===== src/rtl/arb_pkg.sv =====
// Shared types and helpers for the four-requester arbiter.
// Holds the FSM state encoding, requester sizing and a one-hot to index encoder.
package arb_pkg;

    localparam int N_REQ = 4;
    localparam int ID_W  = 2;

    typedef enum logic [1:0] {
        IDLE    = 2'd0,
        GRANT   = 2'd1,
        RELEASE = 2'd2
    } arb_state_t;

    // OR-reduction of set positions; exact for one-hot or zero inputs.
    function automatic logic [ID_W-1:0] oh_to_idx(input logic [N_REQ-1:0] oh);
        logic [ID_W-1:0] idx;
        idx = '0;
        for (int i = 0; i < N_REQ; i++) begin
            if (oh[i]) begin
                idx = idx | ID_W'(i);
            end
        end
        return idx;
    endfunction

endpackage


===== src/rtl/prio_pick4.sv =====
// Combinational rotated priority picker used by both arbitration modes.
// Position (start+3) mod 4 is searched first, then downward, so start=0 means index 3 wins.
module prio_pick4
    import arb_pkg::*;
(
    input  logic [N_REQ-1:0] elig,
    input  logic [ID_W-1:0]  start,
    output logic [N_REQ-1:0] pick_oh,
    output logic [ID_W-1:0]  pick_id,
    output logic             any
);

    logic [ID_W-1:0] w_idx;
    logic            w_found;

    always_comb begin
        pick_oh = '0;
        w_found = 1'b0;
        w_idx   = '0;
        for (int k = N_REQ - 1; k >= 0; k--) begin
            w_idx = ID_W'(k) + start;
            if (!w_found && elig[w_idx]) begin
                pick_oh[w_idx] = 1'b1;
                w_found        = 1'b1;
            end
        end
    end

    assign pick_id = oh_to_idx(pick_oh);
    assign any     = |elig;

endmodule


===== src/rtl/req_arbiter4.sv =====
// Four-requester arbiter with hold-until-release grants, a hold watchdog and a one-cycle turnaround.
// Fixed priority (index 3 highest) by default; define ARB_ROUND_ROBIN_EN for rotating priority.
module req_arbiter4
    import arb_pkg::*;
#(
    parameter int MAX_HOLD = 15,
    parameter int CNT_W    = 8
)(
    input  logic             clk,
    input  logic             rst_n,
    input  logic [N_REQ-1:0] req,
    output logic [N_REQ-1:0] gnt,
    output logic [ID_W-1:0]  gnt_id,
    output logic             gnt_valid,
    output logic             timeout
);

    arb_state_t       r_state;
    logic [N_REQ-1:0] r_gnt;
    logic [ID_W-1:0]  r_gntId;
    logic             r_gntValid;
    logic             r_timeout;
    logic [CNT_W-1:0] r_holdCnt;
    logic [N_REQ-1:0] r_mask;

    logic [N_REQ-1:0] w_elig;
    logic [N_REQ-1:0] w_pickIn;
    logic [ID_W-1:0]  w_start;
    logic [N_REQ-1:0] w_pickOh;
    logic [ID_W-1:0]  w_pickId;
    logic             w_any;
    logic [N_REQ-1:0] w_grantOh;
    logic [ID_W-1:0]  w_grantId;
    logic             w_ownerReq;
    logic             w_holdLast;

    assign w_elig = req & ~r_mask;

`ifdef ARB_ROUND_ROBIN_EN
    logic [ID_W-1:0] r_lastId;

    // Bit-reversing the vector turns the picker's downward scan into the upward
    // search last_id+1, last_id+2, ... that rotating priority needs.
    assign w_pickIn  = {w_elig[0], w_elig[1], w_elig[2], w_elig[3]};
    assign w_start   = ID_W'(N_REQ - 1) - r_lastId;
    assign w_grantOh = {w_pickOh[0], w_pickOh[1], w_pickOh[2], w_pickOh[3]};
    assign w_grantId = ID_W'(N_REQ - 1) - w_pickId;
`else
    assign w_pickIn  = w_elig;
    assign w_start   = '0;
    assign w_grantOh = w_pickOh;
    assign w_grantId = w_pickId;
`endif

    prio_pick4 u_pick (
        .elig    (w_pickIn),
        .start   (w_start),
        .pick_oh (w_pickOh),
        .pick_id (w_pickId),
        .any     (w_any)
    );

    assign w_ownerReq = req[r_gntId];
    assign w_holdLast = (r_holdCnt == CNT_W'(MAX_HOLD - 1));

    always_ff @(posedge clk or negedge rst_n) begin
        if (!rst_n) begin
            r_state    <= IDLE;
            r_gnt      <= '0;
            r_gntId    <= '0;
            r_gntValid <= 1'b0;
            r_timeout  <= 1'b0;
            r_holdCnt  <= '0;
            r_mask     <= '0;
`ifdef ARB_ROUND_ROBIN_EN
            r_lastId   <= ID_W'(N_REQ - 1);
`endif
        end else begin
            r_timeout <= 1'b0;
            r_mask    <= r_mask & req;
            case (r_state)
                IDLE: begin
                    if (w_any) begin
                        r_gnt      <= w_grantOh;
                        r_gntId    <= w_grantId;
                        r_gntValid <= 1'b1;
                        r_holdCnt  <= '0;
                        r_state    <= GRANT;
`ifdef ARB_ROUND_ROBIN_EN
                        r_lastId   <= w_grantId;
`endif
                    end
                end
                GRANT: begin
                    // A voluntary drop wins over the watchdog on the same edge.
                    if (!w_ownerReq) begin
                        r_gnt      <= '0;
                        r_gntId    <= '0;
                        r_gntValid <= 1'b0;
                        r_state    <= RELEASE;
                    end else if (w_holdLast) begin
                        r_gnt      <= '0;
                        r_gntId    <= '0;
                        r_gntValid <= 1'b0;
                        r_timeout  <= 1'b1;
                        r_mask     <= (r_mask & req) | r_gnt;
                        r_state    <= RELEASE;
                    end else if (r_holdCnt != CNT_W'(MAX_HOLD)) begin
                        r_holdCnt  <= r_holdCnt + 1'b1;
                    end
                end
                RELEASE: begin
                    r_state <= IDLE;
                end
                default: begin
                    r_state <= IDLE;
                end
            endcase
        end
    end

    assign gnt       = r_gnt;
    assign gnt_id    = r_gntId;
    assign gnt_valid = r_gntValid;
    assign timeout   = r_timeout;

endmodule


===== config.mk =====
export PLATFORM = sky130hd
export DESIGN_NAME = req_arbiter4
export DESIGN_NICKNAME = d
export VERILOG_FILES = /design/src/rtl/arb_pkg.sv /design/src/rtl/prio_pick4.sv /design/src/rtl/req_arbiter4.sv
export SDC_FILE = /design/constraint.sdc
export NUM_CORES = 1
export LEC_CHECK = 0
export CELL_PAD_IN_SITES_DETAIL_PLACEMENT = 0
export CELL_PAD_IN_SITES_GLOBAL_PLACEMENT = 1
export CORE_ASPECT_RATIO = 0.9
export CORE_MARGIN = 2
export CORE_UTILIZATION = 35
export CTS_CLUSTER_DIAMETER = 80
export CTS_CLUSTER_SIZE = 40
export DETAILED_ROUTE_END_ITERATION = 8
export DONT_BUFFER_PORTS = 1
export HOLD_SLACK_MARGIN = 0.15
export PLACE_DENSITY_LB_ADDON = 0.12
export SLEW_MARGIN = 0
export SYNTH_ARGS = -nofsm -noshare
export SYNTH_HDL_FRONTEND = slang
export SYNTH_SLANG_ARGS = --single-unit

===== constraint.sdc =====
create_clock -name clk -period 2 [get_ports clk]
set_input_delay 0.3 -clock clk [delete_from_list [all_inputs] [get_ports clk]]
set_output_delay 0.3 -clock clk [all_outputs]
set_load 0.005 [all_outputs]

After elaboration in Yosys (flattened, before gate mapping)
Index checks and enable logic that the tools add are counted.
{ "word_totals": {"register_bits": 22, "out_inout_bits": 8, "elab_cells": 72} }
{ "op_classes": {"add_sub_neg": 1, "magnitude_cmp": 1, "n_eq_ne": 8, "n_mux": 39, "bitwise": 4, "n_reduce_logical": 12} }
{ "ops": {"columns": ["operator", "n"], "rows": [
  ["$mux W8", 4],
  ["$mux W4", 7],
  ["$mux W2", 9],
  ["$pmux W8 S2", 1],
  ["$mux W1", 12],
  ["$add A8 B1 Y8 const B", 1],
  ["$and A4 B4 Y4", 2],
  ["$eq A8 B4 Y1 const B", 1],
  ["$ne A8 B4 Y1 const B", 1],
  ["$pmux W2 S2", 2],
  ["$pmux W4 S2", 1],
  ["$ne A2 B2 Y1 const B", 3],
  ["$reduce_and A5 Y1", 1],
  ["$not A4 Y4", 1],
  ["$or A4 B4 Y4", 1],
  ["$reduce_or A4 Y1", 1],
  ["$logic_and A1 B1 Y1", 3],
  ["$logic_not A1 Y1", 3],
  ["$lt A2 B3 Y1 const B", 1],
  ["$mux W3", 1],
  ["$ne A3 B3 Y1 const B", 1],
  ["$reduce_and A3 Y1", 1],
  ["$bmux W1 S2", 1],
  ["$eq A2 B1 Y1 const B", 1],
  ["other kinds (5)", 5]
]} }

Logic depth before layout (Yosys ltp)
{ "depth": {"word_depth": 14, "mapped_depth": 6} }

Cells and area by module
Synthesis repeated with hierarchy kept, for this count alone.
{ "unflattened": {"cells_unflattened": 142, "hier_area_um2": 1480.2} }
{ "by_module_without_submodules": {"columns": ["mod", "n_inst", "cells_each", "area_per_inst_um2"], "rows": [
  ["req_arbiter4", 1, 106, 1123.6],
  ["prio_pick4", 1, 36, 356.6]
]} }

Worst setup path before layout
OpenSTA, ideal clock, no wires.
{ "synth_timing": {"kind": "flip-flop to flip-flop", "startpoint": "register r_gntId[0], in the netlist gnt_id[0]", "endpoint": "register r_gnt[0], in the netlist gnt[0]", "arrival_ns": 1.730, "t_required_ns": 1.875, "slack_ns": 0.146, "path_stages_with_launch": 5, "synth_period_minus_slack_ns": 1.854, "path_cell_list": "dfrtp_1 > mux4_2 > and2_4 > a22oi_4 > mux2_2"} }
{ "synth_via": {"elab_chain_len": 4} }
{ "synth_lines": {"columns": ["item", "line_no", "text"], "rows": [
  ["start: declaration", "req_arbiter4.sv:20", "logic [ID_W-1:0] r_gntId;"],
  ["start signal: assignment", "req_arbiter4.sv:85", "r_gntId <= w_grantId;"],
  ["$bmux W1 S2 (*)", "req_arbiter4.sv:63", "assign w_ownerReq = req[r_gntId];"],
  ["$mux W1 (implied by the code) (*)", "req_arbiter4.sv:63", null],
  ["$ne A3 B3 Y1 (no source line) or $mux W4 (tied branches)", null, null],
  ["$reduce_and A3 Y1 (no source line) or $pmux W4 S2 (tied branches)", null, null],
  ["end signal: assignment", "req_arbiter4.sv:84", "r_gnt <= w_grantOh;"],
  ["end: declaration", "req_arbiter4.sv:19", "logic [N_REQ-1:0] r_gnt;"]
]} }
Mark *: on every way between the ends. The rest lies on a longest branch, timed or not. The select of a mux whose other input is x is not followed.
A chain may end at the register's enable or synchronous reset.

Worst setup path in the final report
{ "layout_timing": {"startpoint": "register r_gntId[0], in the netlist gnt_id[0]", "endpoint": "register r_gnt[1], in the netlist gnt[1]"} }
Same word-level chain as after synthesis.

==> results.sh <==
export IMPL_instances_no_fill=159
export IMPL_core_area_um2=3070
export IMPL_viasPerCell=5.44
export IMPL_dpl_hpwl_um=1710
export IMPL_first_pass_iters=4
export IMPL_tightest_slew_ns=1.01
export IMPL_combPwrFrac_pct=37.0
export IMPL_p_per_area_nw_per_um2=1190
export IMPL_wl_per_cell_um=15.9
export IMPL_period_minus_slack_ns=1.91
export IMPL_ys_types=32
export IMPL_endpoint_kind="flop"
export IMPL_syn_area_um2=1120
export IMPL_outcome="completed"
export IMPL_fp_dieW_um=63.7
export IMPL_grt_use_total_pct=15.0
export IMPL_synth_top_cells_by_count="22 x dfrtp_1, 8 x o21ai_0, 7 x nand2_1, 7 x nand2b_1, 6 x mux2_2"
export IMPL_diodes=0
export IMPL_pre_cts_ws_ns=0.0690
export IMPL_slowest_delay_ns=0.53
export IMPL_cp_slowest_cell="mux4_2"
export IMPL_crit_chain="mux4_2, and2_4, a22oi_4, mux2_2"
export IMPL_ys_ff_latch=22
export IMPL_max_vdd_ir_drop_mv=0.420
export IMPL_synth_area_leaders="dfrtp_1 49%, mux2_2 6.0%, nand2b_1 3.9%"
export IMPL_vias=865
export IMPL_setup_slack_ns=0.0942
export IMPL_yosysTopAreaCellShare_pct=49.1
export IMPL_switching_share_pct=36.5
export IMPL_dieArea_um2=3680
export IMPL_cts_htree_levels=1
export IMPL_cts_buffers=3
export IMPL_grt_pass1_vias=876
export IMPL_ant_nets=0
export IMPL_finalPower_uw=1570
export IMPL_grt_setup_unrepaired="true"
export IMPL_holdPathEnd="gnt_id[1]"
export IMPL_cts_tree="built"
export IMPL_rr_worst_depth=4
export IMPL_routabilityCongestion=0.781
export IMPL_path_clk_slew_ns=0.15
export IMPL_start_util_pct=36.6
export IMPL_drt_iter0_markers=37
export IMPL_worstPathMaxFanout=7
export IMPL_leakagePower_uw=0.000628
export IMPL_clockPowerShare_pct=22.7
export IMPL_io_pin_count=14
export IMPL_worstSetupStartpoint="gnt_id[0]"
export IMPL_synth_ff_type="dfrtp_1"
export IMPL_grt_overflow_total=0
export IMPL_r2r_setup_slack_ns=0.09
export IMPL_seq_area_frac_synth_pct=49.1
export IMPL_area_growth_syn_to_layout_pct=18.2
export IMPL_root_buffer="clkbuf_4"
export IMPL_drt_wl_total_um=2530
export IMPL_grt_pass1_wl_um=4220
export IMPL_cp_start_kind="flop"
export IMPL_power_switching_uw=575
export IMPL_die_height_um=57.7
export IMPL_hp_start="req[2]"
export IMPL_pwr_share_seq_pct=40.3
export IMPL_cp_arrival_ns=2.14
export IMPL_rr_startpoint="gnt_id[0]"
export IMPL_syn_inst=103
export IMPL_ys_warn_count=0
export IMPL_nets=126
export IMPL_skew_ns=0.0149
export IMPL_synth_most_common_cell="dfrtp_1"
export IMPL_slew_violations=0
export IMPL_yosysTopAreaCell="dfrtp_1"
export IMPL_row_count=19
export IMPL_hold_viol=0
export IMPL_rr_endpoint="gnt[1]"
export IMPL_grt_max_degree=23
export IMPL_syn_area_per_cell_um2=10.9
export IMPL_setup_tns_final_ns=0
export IMPL_relSlewSlack_pct=32.4
export IMPL_whs_path_depth=3
export IMPL_fill_cells=296
export IMPL_synth_nets=111
export IMPL_clock_sinks=22
export IMPL_finalSetupViolCount=0
export IMPL_antenna_found_initial=0
export IMPL_p_int_uw=999
export IMPL_hp_class="in -> reg"
export IMPL_port_buffer_count=0
export IMPL_synth_edf_count=0
export IMPL_dp_cells=150
export IMPL_clk_path_buf_depth=2
export IMPL_final_layout_size_suffix_gt1_share_pct=18.8
export IMPL_drc=0
export IMPL_clk_latency_ns=0.33
export IMPL_drv_cap=0
export IMPL_synth_async_reset_ratio_pct=100
export IMPL_fin_crit_sh_pct=95.3
export IMPL_fmax_ghz=0.525
export IMPL_path_class="reg -> reg"
export IMPL_critPathRequiredTime_ns=2.23
[worst max-delay path: cells and delay by family (launching register included)]
kind / cells / cell delay [ns]
AND/OR/NAND/NOR: 1 / 0.20
AO/OA/AOI/OAI: 1 / 0.28
multiplexers: 2 / 0.90
flip-flops: 1 / 0.43
[power groups by stage]
stage	combinational (uW)	sequential, uW	clock, uW
after floorplan	434	620	0
after global placement	569	644	0
after detailed placement	568	644	0
after CTS	588	636	369
after global routing	649	646	381
final	582	634	357
[sequential cells by signal, summed over array words and instances (netlist names)]
name / count
r_mask: 4
r_state: 2
gnt: 4
gnt_id: 2
gnt_valid: 1
timeout: 1
r_holdCnt: 8
[metrics by stage]
stage                     utilization, %  hold WS, ns  cell area (um^2)
after floorplan                        -      0.00441              1120
after global placement              39.7      0.00489              1220
after detailed placement            39.7      0.00495              1220
after CTS                           43.0        0.332              1320
after global routing                43.2        0.373              1330
final                               43.2        0.343              1330
[worst max path at each step]
stage / to / depth (start not counted)
floorplan: gnt[0] / 4
global placement: gnt[3] / 4
detailed placement: gnt[1] / 4
CTS: gnt[1] / 4
global route: gnt[3] / 4
finish: gnt[1] / 4
[routing by layer]
| layer | GRT usage (%) | share of wire [%] | up-vias |
|---|---|---|---|
| met3 | 2.52 | 4.4 | 5 |
| li1 | - | - | 418 |
| met2 | 21.7 | 43 | 18 |
| met1 | 22.2 | 51 | 424 |
| met5 | 0 | 0 | - |
| met4 | 6.52 | 1.6 | 0 |
[kinds of logic (layout without fill, tap and decap cells)]
family / count (synthesis) / in the layout / share of synthesized area, %
buffers and inverters: 4 / 18 / 1.56
AND/OR/NAND/NOR: 39 / 39 / 19.2
multiplexers: 10 / 10 / 10.7
AO/OA/AOI/OAI: 26 / 26 / 17.3
adder cells (fa/ha/maj): 2 / 2 / 2.23
flip-flops: 22 / 22 / 49.1
[placed cells by master, fill, tap and decap left out, drive strengths merged]
cell         count
nand4            2
nand2            7
or4              1
nor2b            3
mux2i            3
a311o            1
nor4b            1
a22oi            2
mux4             1
nor3             1
clkbuf           3
inv              2
mux2             6
o2111ai          1
dlygate4sd3      5
a22o             4
nor3b            1
bufinv           1
and2             2
nand3            4
a211oi           1
buf              7
ha               2
and3             4
o21ai            8
nor4             1
o211ai           4
a31o             1
a21oi            3
nand2b           7
a41o             1
dfrtp           22
nor2             5
[layout make-up]
type	instances	area, um^2	area share, %
Tap cell	42	52.6	3.96
Clock buffer	3	22.5	1.70
Inverter	2	7.51	0.566
Sequential cell	22	551	41.5
Clock inverter	1	30.0	2.26
Multi-Input combinational cell	77	561	42.3
Timing Repair Buffer	12	103	7.74
[timing repair]
item                                   in CTS  in global routing
buffers inserted                            0                  0
setup endpoints to repair                   0                  6
resized for setup                           0                  1
hold buffers                                5                  0
endpoints found under the hold margin      26                  0
Note: power is estimated with default switching activity, not from simulation.
